[src/rtl/fft_out_seq.sv]
// fft_out_seq: sequences the FFT output packing register over one frame of butterflies.
//   clk, rst (async, active-low)
//   start, abort           : frame control (start sampled only in IDLE, abort wins everything)
//   in_valid / in_ready    : half-result handshake from the butterfly datapath (real pair, then imaginary pair)
//   reg_en / reg_sel       : packing register write enable and slot select (0 real, 1 imaginary)
//   out_valid / out_ready  : packed-word handshake to the result memory / output stream
//   bfly_idx, busy, done   : current butterfly, non-IDLE flag, registered end-of-frame pulse
module fft_out_seq #(
    parameter int NO_BFLY = 4,
    parameter int IDX_W   = 2
) (
    input  logic             clk,
    input  logic             rst,
    input  logic             start,
    input  logic             abort,
    input  logic             in_valid,
    output logic             in_ready,
    output logic             reg_en,
    output logic             reg_sel,
    output logic             out_valid,
    input  logic             out_ready,
    output logic [IDX_W-1:0] bfly_idx,
    output logic             busy,
    output logic             done
);
    typedef enum logic [1:0] {IDLE, CAP_RE, CAP_IM, PRESENT} state_t;
    localparam logic [IDX_W-1:0] LAST = IDX_W'(NO_BFLY - 1);
    state_t           state, state_nxt;
    logic [IDX_W-1:0] idx_nxt;
    logic             done_nxt;
    always_ff @(posedge clk or negedge rst) begin
        if (!rst) begin
            state    <= IDLE;
            bfly_idx <= '0;
            done     <= 1'b0;
        end else begin
            state    <= state_nxt;
            bfly_idx <= idx_nxt;
            done     <= done_nxt;
        end
    end
    always_comb begin
        state_nxt = state;
        idx_nxt   = bfly_idx;
        done_nxt  = 1'b0;
        case (state)
            IDLE:    if (start) begin
                         state_nxt = CAP_RE;
                         idx_nxt   = '0;
                     end
            CAP_RE:  if (in_valid) state_nxt = CAP_IM;
            CAP_IM:  if (in_valid) state_nxt = PRESENT;
            PRESENT: if (out_ready) begin
                         state_nxt = bfly_idx == LAST ? IDLE : CAP_RE;
                         idx_nxt   = bfly_idx == LAST ? '0 : bfly_idx + 1'b1;
                         done_nxt  = bfly_idx == LAST;
                     end
            default: state_nxt = IDLE;
        endcase
        // abort overrides every other transition and suppresses the done pulse
        if (abort) begin
            state_nxt = IDLE;
            idx_nxt   = '0;
            done_nxt  = 1'b0;
        end
    end
    assign in_ready  = state == CAP_RE || state == CAP_IM;
    // capture happens on the handshake edge; abort blocks a write in its own cycle
    assign reg_en    = in_ready && in_valid && !abort;
    assign reg_sel   = state == CAP_IM;
    assign out_valid = state == PRESENT;
    assign busy      = state != IDLE;
endmodule

[config.mk]
export PLATFORM = sky130hd
export DESIGN_NAME = fft_out_seq
export DESIGN_NICKNAME = d
export VERILOG_FILES = /design/src/rtl/fft_out_seq.sv
export SDC_FILE = /design/constraint.sdc
export NUM_CORES = 1
export LEC_CHECK = 0
export CORE_AREA = 2 2 39 41
export CTS_CLUSTER_SIZE = 10
export DETAILED_ROUTE_END_ITERATION = 10
export DIE_AREA = 0 0 41 43
export HOLD_SLACK_MARGIN = 0.02
export REMOVE_ABC_BUFFERS = 1
export SLEW_MARGIN = 20
export SYNTH_ARGS = -nofsm -noshare
export SYNTH_HDL_FRONTEND = slang
export SYNTH_SLANG_ARGS = --single-unit
[constraint.sdc]
create_clock -name clk -period 2.55 [get_ports clk]
set_input_delay 0.765 -clock clk [delete_from_list [all_inputs] [get_ports clk]]
set_output_delay 0.765 -clock clk [all_outputs]
set_load 0.03 [all_outputs]
==> impl_metrics.xml, run 1 <==
<?xml version="1.0" encoding="UTF-8"?>
<metrics>
  <group name="die">
    <metric name="area_inside_the_core_boundary" unit="um^2">1380</metric>
    <metric name="die-area" unit="um^2">1760</metric>
    <metric name="die-height" unit="um">43</metric>
    <metric name="floorplan.io_pins" unit="">14</metric>
    <metric name="floorplan.die.width" unit="um">41</metric>
    <metric name="initial_utilization" unit="">0.274</metric>
    <metric name="num_rows" unit="">14</metric>
  </group>
  <group name="cells_and_area">
    <metric name="share_of_post_route_cells_with_drive_strength_above_1" unit="">0.182</metric>
    <metric name="final_nets" unit="">69</metric>
    <metric name="antennaDiodeCount" unit="">0</metric>
    <metric name="flow.area_growth_from_synthesis" unit="%">51.8</metric>
    <metric name="fillCellCount" unit="">140</metric>
  </group>
  <group name="logic_synthesis">
    <metric name="synth-seq-cells" unit="">5</metric>
    <metric name="synth-seq-area-share" unit="">0.330</metric>
    <metric name="synthTopCellsByArea" unit="">dfrtp_1, ha_1, mux2_1, mux2_4, nand2b_1</metric>
    <metric name="synthDistinctLibCells" unit="">20</metric>
    <metric name="synthesis.area_per_instance" unit="um^2">10.8</metric>
    <metric name="synth_top_cell_area_share" unit="">0.330</metric>
    <metric name="yosys_warnings" unit="">0</metric>
    <metric name="post_synthesis_cell_area" unit="um^2">379</metric>
    <metric name="synthesis.instances" unit="">35</metric>
    <metric name="netlist.top_cell.by_area" unit="">dfrtp_1</metric>
  </group>
  <group name="critical_path">
    <metric name="worst_setup_end_kind" unit="">output port</metric>
    <metric name="setup.worst_path.start" unit="">state[1]</metric>
    <metric name="worstSetupPathType" unit="">reg -&gt; out</metric>
    <metric name="critical_path_peak_fanout" unit="">4</metric>
    <metric name="worst_r2r_startpoint" unit="">state[1]</metric>
    <metric name="timing.critical_path.required" unit="ps">1790</metric>
    <metric name="ff2ff_path_depth" unit="">5</metric>
    <metric name="worst_setup_path_start_kind" unit="">flop</metric>
    <metric name="worstPathArrival" unit="ps">1680</metric>
    <metric name="ff2ff_setup_slack" unit="ps">880</metric>
    <metric name="r2r-end" unit="">bfly_idx[1]</metric>
  </group>
  <group name="placement">
    <metric name="placement.setup.worst_slack" unit="ps">256</metric>
    <metric name="io_buffer_count" unit="">13</metric>
    <metric name="place.gp.congestion" unit="">0.777</metric>
  </group>
  <group name="min_path">
    <metric name="worst_hold_path.num_cells" unit="">1</metric>
    <metric name="hold_path.startpoint" unit="">bfly_idx[1]</metric>
    <metric name="worstHoldEndpoint" unit="">bfly_idx[1]</metric>
    <metric name="hold_class" unit="">reg -&gt; reg</metric>
  </group>
  <group name="sta">
    <metric name="postLayoutSetupSlackWorst" unit="ps">101</metric>
    <metric name="worst_slew_pin_slew" unit="ps">313</metric>
    <metric name="timing.max_slew.rel_slack" unit="">0.791</metric>
    <metric name="rsz_0062_raised_after_global_routing" unit="">no</metric>
    <metric name="skew_final" unit="ps">5.19</metric>
    <metric name="setup_violations" unit="">0</metric>
    <metric name="post_route_setup_tns" unit="ps">0</metric>
    <metric name="achievable-frequency" unit="GHz">0.408</metric>
    <metric name="final-max-slew-violation-count" unit="">0</metric>
    <metric name="fin_crit_sh" unit="">0.961</metric>
    <metric name="min_period" unit="ps">2450</metric>
    <metric name="report.final.hold_viol_count" unit="">0</metric>
  </group>
  <group name="clocking">
    <metric name="clk-insertion-delay-late" unit="ps">240</metric>
    <metric name="path_clk_slew" unit="ps">40</metric>
    <metric name="ctsResizeCount" unit="">0</metric>
    <metric name="post_cts.repair.setup_buffers" unit="">0</metric>
    <metric name="cts_sinks" unit="">5</metric>
    <metric name="cts_inserted_buffers" unit="">3</metric>
    <metric name="ctsLongestPathBuffers" unit="">2</metric>
    <metric name="cts_root_buf" unit="">clkbuf_4</metric>
    <metric name="tritoncts_clock_tree" unit="">done</metric>
    <metric name="ctsHoldBuffers" unit="">0</metric>
    <metric name="clock_tree.htree_level_count" unit="">1</metric>
  </group>
  <group name="grt">
    <metric name="grt_pass1_vias" unit="">329</metric>
    <metric name="global_route.overflow_total" unit="">0</metric>
    <metric name="grt_antenna_before_repair" unit="">0</metric>
    <metric name="grt_first_pass_wirelength" unit="um">1390</metric>
    <metric name="gr-usage-all-layers" unit="">0.116</metric>
    <metric name="maximum_number_of_pins_on_one_net_before_global_route_repair" unit="">7</metric>
  </group>
  <group name="route">
    <metric name="via_per_inst" unit="">4.68</metric>
    <metric name="vias" unit="">332</metric>
    <metric name="detail_route.wl_per_cell" unit="um">11.2</metric>
    <metric name="dr.first_iter.drc_count" unit="">4</metric>
    <metric name="detailedRoute.firstPassIterationCount" unit="">4</metric>
    <metric name="route.detailed.drc" unit="">0</metric>
    <metric name="ant_nets" unit="">0</metric>
    <metric name="postRouteWirelength" unit="um">792</metric>
  </group>
  <group name="flow_run">
    <metric name="max-cap-violations" unit="">0</metric>
  </group>
  <group name="power_and_ir_drop">
    <metric name="power_per_cell_area" unit="nW/um^2">998</metric>
    <metric name="peakVddDrop" unit="V">0.000578</metric>
    <metric name="power.leakage" unit="nW">0.282</metric>
  </group>
  <group name="outcome">
    <metric name="status" unit="">finished, final reports clean</metric>
  </group>
</metrics>
[layout make-up]
cell class,count,area (um^2),area share
repair buffers,16,150,0.261
clock buffers,4,26.3,0.0457
well taps,16,20.0,0.0348
multi-input cells,27,243,0.422
inverters,3,11.3,0.0196
flip-flops and latches,5,125,0.217
[cell usage in the layout, fill, tap and decap left out, drive strengths merged]
master and count:
clkdlybuf4s50 12, ha 7, dfrtp 5, buf 4, clkbuf 4, inv 3
mux2 3, a21oi 3, nand2b 2, and4b 1, nand2 1, nor2 1
and3b 1, o21bai 1, nand4 1, a31o 1, nor4b 1, and3 1
nand3b 1, a31oi 1, a311oi 1
[sequential cells by signal, summed over array words and instances, names as in the netlist]
name / cells
bfly_idx: 2
state: 2
done: 1
[per-layer routing]
layer / vias up / track usage / part of all wire
met5: - / 0 / 0
met4: 0 / 0 / 0
met3: 0 / 0.0681 / 0.095
met2: 15 / 0.166 / 0.44
met1: 150 / 0.159 / 0.46
li1: 167 / - / -
[worst max path at each step]
stage	to	slack (ps)	cells after the start
6_report	in_ready	100	3
5_1_grt	in_ready	10	3
4_1_cts	in_ready	70	3
3_5_place_dp	reg_en	260	4
3_3_place_gp	reg_en	260	4
2_1_floorplan	reg_en	320	4
[cells by family (layout without fill, tap and decap cells)]
family / after synthesis / in the layout / synth area share
adder cells (fa/ha/maj): 7 / 7 / 0.231
multiplexers: 3 / 3 / 0.0990
AND/OR/NAND/NOR: 10 / 10 / 0.178
AO/OA/AOI/OAI: 7 / 7 / 0.132
buffers and inverters: 3 / 23 / 0.0297
flip-flops: 5 / 5 / 0.330
[cell usage after synthesis]
cell type  count
nor2_1         1
a31oi_1        1
mux2_4         1
inv_1          3
nand4_1        1
nand2b_1       2
and3b_1        1
and3_1         1
and4b_1        1
nor4b_1        1
dfrtp_1        5
nand3b_1       1
o21bai_1       1
nand2_1        1
a311oi_1       1
a31o_2         1
ha_1           7
mux2_1         2
a21oi_1        2
a21oi_2        1
[stage by stage]
step                 util  power (mW)  area [um^2]  instances  hold slack, ps
CTS                 0.416       0.583          576         71             544
global route        0.416       0.626          576         71             559
finish              0.416       0.574          576         71             533
detailed placement  0.397       0.484          549         67             534
global placement    0.397       0.489          549         67             519
floorplan               -       0.354          379         35             469
[power breakdown]
group | total (mW) | switching [mW] | internal [mW]
logic | 0.379 | 0.212 | 0.168
clock network | 0.0897 | 0.0307 | 0.0591
registers | 0.106 | 0.0101 | 0.0954
total | 0.574 | 0.252 | 0.322
[worst max-delay path, cell delays in order, from the launching register on]
cell and delay (ps):
dfrtp_1 350, inv_1 90, ha_1 330, clkdlybuf4s50_1 680
Power figures use the tool's default switching activity.
==> run 2: changes to the inputs <==
--- a/config.mk
+++ b/config.mk
@@ -6,7 +6,8 @@
 export NUM_CORES = 1
 export LEC_CHECK = 0
 export CORE_AREA = 2 2 39 41
-export CTS_CLUSTER_SIZE = 10
+export CTS_BUF_LIST = sky130_fd_sc_hd__clkbuf_4
+export CTS_CLUSTER_SIZE = 12
 export DETAILED_ROUTE_END_ITERATION = 10
 export DIE_AREA = 0 0 41 43
 export HOLD_SLACK_MARGIN = 0.02
==> impl_metrics.xml, run 2 (synthesis results as in run 1) <==
<?xml version="1.0" encoding="UTF-8"?>
<metrics>
  <group name="power_and_ir_drop">
    <metric name="power.switching_fraction" unit="">0.432</metric>
    <metric name="share_clk_of_total_power" unit="">0.172</metric>
    <metric name="peakVddDrop" unit="V">0.000578</metric>
    <metric name="internal_power" unit="uW">333</metric>
    <metric name="p_seq_frac" unit="">0.180</metric>
    <metric name="portion_of_total_power_attributed_to_combinational_logic" unit="">0.648</metric>
    <metric name="power.leakage" unit="nW">0.286</metric>
    <metric name="power_per_cell_area" unit="nW/um^2">1010</metric>
    <metric name="switching_power" unit="uW">253</metric>
  </group>
  <group name="sta">
    <metric name="fin_worst_hold_slack" unit="ps">533</metric>
    <metric name="worst_slew_pin_slew" unit="ps">313</metric>
    <metric name="min_period" unit="ps">2450</metric>
    <metric name="rsz_0062_raised_after_global_routing" unit="">no</metric>
    <metric name="report.final.hold_viol_count" unit="">0</metric>
    <metric name="setup_violations" unit="">0</metric>
    <metric name="skew_final" unit="ps">4.86</metric>
    <metric name="final-max-slew-violation-count" unit="">0</metric>
    <metric name="postLayoutSetupSlackWorst" unit="ps">100</metric>
    <metric name="achievable-frequency" unit="GHz">0.408</metric>
    <metric name="fin_crit_sh" unit="">0.961</metric>
    <metric name="timing.max_slew.rel_slack" unit="">0.791</metric>
    <metric name="post_route_setup_tns" unit="ps">0</metric>
  </group>
  <group name="clocking">
    <metric name="cts_sinks" unit="">5</metric>
    <metric name="cts_root_buf" unit="">clkbuf_4</metric>
    <metric name="path_clk_slew" unit="ps">40</metric>
    <metric name="ctsHoldBuffers" unit="">0</metric>
    <metric name="clk-insertion-delay-late" unit="ps">240</metric>
    <metric name="post_cts.repair.setup_buffers" unit="">0</metric>
    <metric name="ctsLongestPathBuffers" unit="">2</metric>
    <metric name="ctsResizeCount" unit="">0</metric>
    <metric name="clock_tree.htree_level_count" unit="">1</metric>
    <metric name="cts_inserted_buffers" unit="">3</metric>
    <metric name="tritoncts_clock_tree" unit="">done</metric>
  </group>
  <group name="route">
    <metric name="via_per_inst" unit="">4.68</metric>
    <metric name="route.detailed.drc" unit="">0</metric>
    <metric name="ant_nets" unit="">0</metric>
    <metric name="detail_route.wl_per_cell" unit="um">11.2</metric>
    <metric name="postRouteWirelength" unit="um">792</metric>
    <metric name="dr.first_iter.drc_count" unit="">4</metric>
    <metric name="detailedRoute.firstPassIterationCount" unit="">4</metric>
    <metric name="vias" unit="">332</metric>
  </group>
  <group name="placement">
    <metric name="place.gp.congestion" unit="">0.777</metric>
    <metric name="placement.setup.worst_slack" unit="ps">256</metric>
    <metric name="io_buffer_count" unit="">13</metric>
  </group>
  <group name="cells_and_area">
    <metric name="flow.area_growth_from_synthesis" unit="%">52.8</metric>
    <metric name="antennaDiodeCount" unit="">0</metric>
    <metric name="share_of_post_route_cells_with_drive_strength_above_1" unit="">0.200</metric>
    <metric name="fillCellCount" unit="">138</metric>
    <metric name="final_common_cell" unit="">clkdlybuf4s50_1</metric>
    <metric name="final_cell_mix" unit="">clkdlybuf4s50_1, ha_1, dfrtp_1</metric>
    <metric name="finalCoreUtilization" unit="">0.419</metric>
    <metric name="final_nets" unit="">69</metric>
    <metric name="largest_registers" unit="">bfly_idx (2), state (2), done (1)</metric>
  </group>
  <group name="critical_path">
    <metric name="worst_setup_end_kind" unit="">output port</metric>
    <metric name="critical_path_peak_fanout" unit="">4</metric>
    <metric name="critical_path.slowest_cell" unit="">clkdlybuf4s50_1</metric>
    <metric name="cp_peak_stage_delay" unit="ps">680</metric>
    <metric name="worstPathArrival" unit="ps">1680</metric>
    <metric name="worst_setup_path_start_kind" unit="">flop</metric>
    <metric name="setup.worst_path.start" unit="">state[1]</metric>
    <metric name="timing.critical_path.required" unit="ps">1790</metric>
    <metric name="worstSetupPathType" unit="">reg -&gt; out</metric>
    <metric name="worst_r2r_startpoint" unit="">state[1]</metric>
    <metric name="path_cells" unit="">inv_1 -&gt; ha_1 -&gt; clkdlybuf4s50_1</metric>
  </group>
  <group name="die">
    <metric name="floorplan.io_pins" unit="">14</metric>
    <metric name="floorplan.die.width" unit="um">41</metric>
    <metric name="initial_utilization" unit="">0.274</metric>
    <metric name="die-height" unit="um">43</metric>
    <metric name="die-area" unit="um^2">1760</metric>
    <metric name="num_rows" unit="">14</metric>
    <metric name="area_inside_the_core_boundary" unit="um^2">1380</metric>
  </group>
  <group name="min_path">
    <metric name="hold_class" unit="">reg -&gt; reg</metric>
    <metric name="hold_path.startpoint" unit="">bfly_idx[1]</metric>
  </group>
  <group name="grt">
    <metric name="maximum_number_of_pins_on_one_net_before_global_route_repair" unit="">7</metric>
    <metric name="global_route.overflow_total" unit="">0</metric>
    <metric name="grt_first_pass_wirelength" unit="um">1390</metric>
    <metric name="grt_pass1_vias" unit="">329</metric>
    <metric name="grt_antenna_before_repair" unit="">0</metric>
    <metric name="gr-usage-all-layers" unit="">0.116</metric>
  </group>
  <group name="outcome">
    <metric name="status" unit="">finished, final reports clean</metric>
  </group>
  <group name="flow_run">
    <metric name="max-cap-violations" unit="">0</metric>
  </group>
</metrics>
[run 2: cell counts in the layout (fill, tap and decap cells not counted)]
No cell type changed its count.
[run 2: worst max-delay path, delay by kind of cell (launching register included)]
kind | cells | cell delay [ps]
buffers and inverters | 2 | 770
DFF | 1 | 350
adders and majority gates | 1 | 330
[run 2: worst paths after layout]
| kind | depth (start not counted) | slack (ps) | to |
|---|---|---|---|
| max | 3 | 100 | in_ready |
| max reg2reg | 5 | 880 | bfly_idx[1] |
| min reg2reg | 1 | 530 | bfly_idx[1] |
| min | 1 | 530 | bfly_idx[1] |
| max in group asynchronous | 1 | 1620 | state[1] |
| min in group asynchronous | 1 | 740 | bfly_idx[1] |
[run 2: cell type report]
cell class	count	area, um^2	share of cell area
multi-input cells	27	243	0.419
repair buffers	16	150	0.259
flip-flops and latches	5	125	0.216
clock buffers	4	30.0	0.0518
well taps	16	20.0	0.0346
inverters	3	11.3	0.0194
[run 2: per-stage QoR]
stage	cell area, um^2	std cells	power, mW
global route	579	71	0.637
finish	579	71	0.585
detailed placement	549	67	0.484
global placement	549	67	0.489
CTS	579	71	0.593
floorplan	379	35	0.354
[run 2: layer usage]
metal  global-route usage  routed length [um]  vias to the layer above
met5                    0                   0                        -
met4                    0                   0                        0
met3               0.0681                  75                        0
met2                0.166                 351                       15
met1                0.159                 366                      150
li1                     -                   -                      167
[run 2: power by group through the flow]
stage	Combinational [mW]	Clock, mW	Sequential [mW]
final	0.379	0.100	0.106
after global routing	0.417	0.112	0.108
after CTS	0.381	0.106	0.106
after detailed placement	0.377	0	0.108
after global placement	0.383	0	0.107
after floorplan	0.236	0	0.118
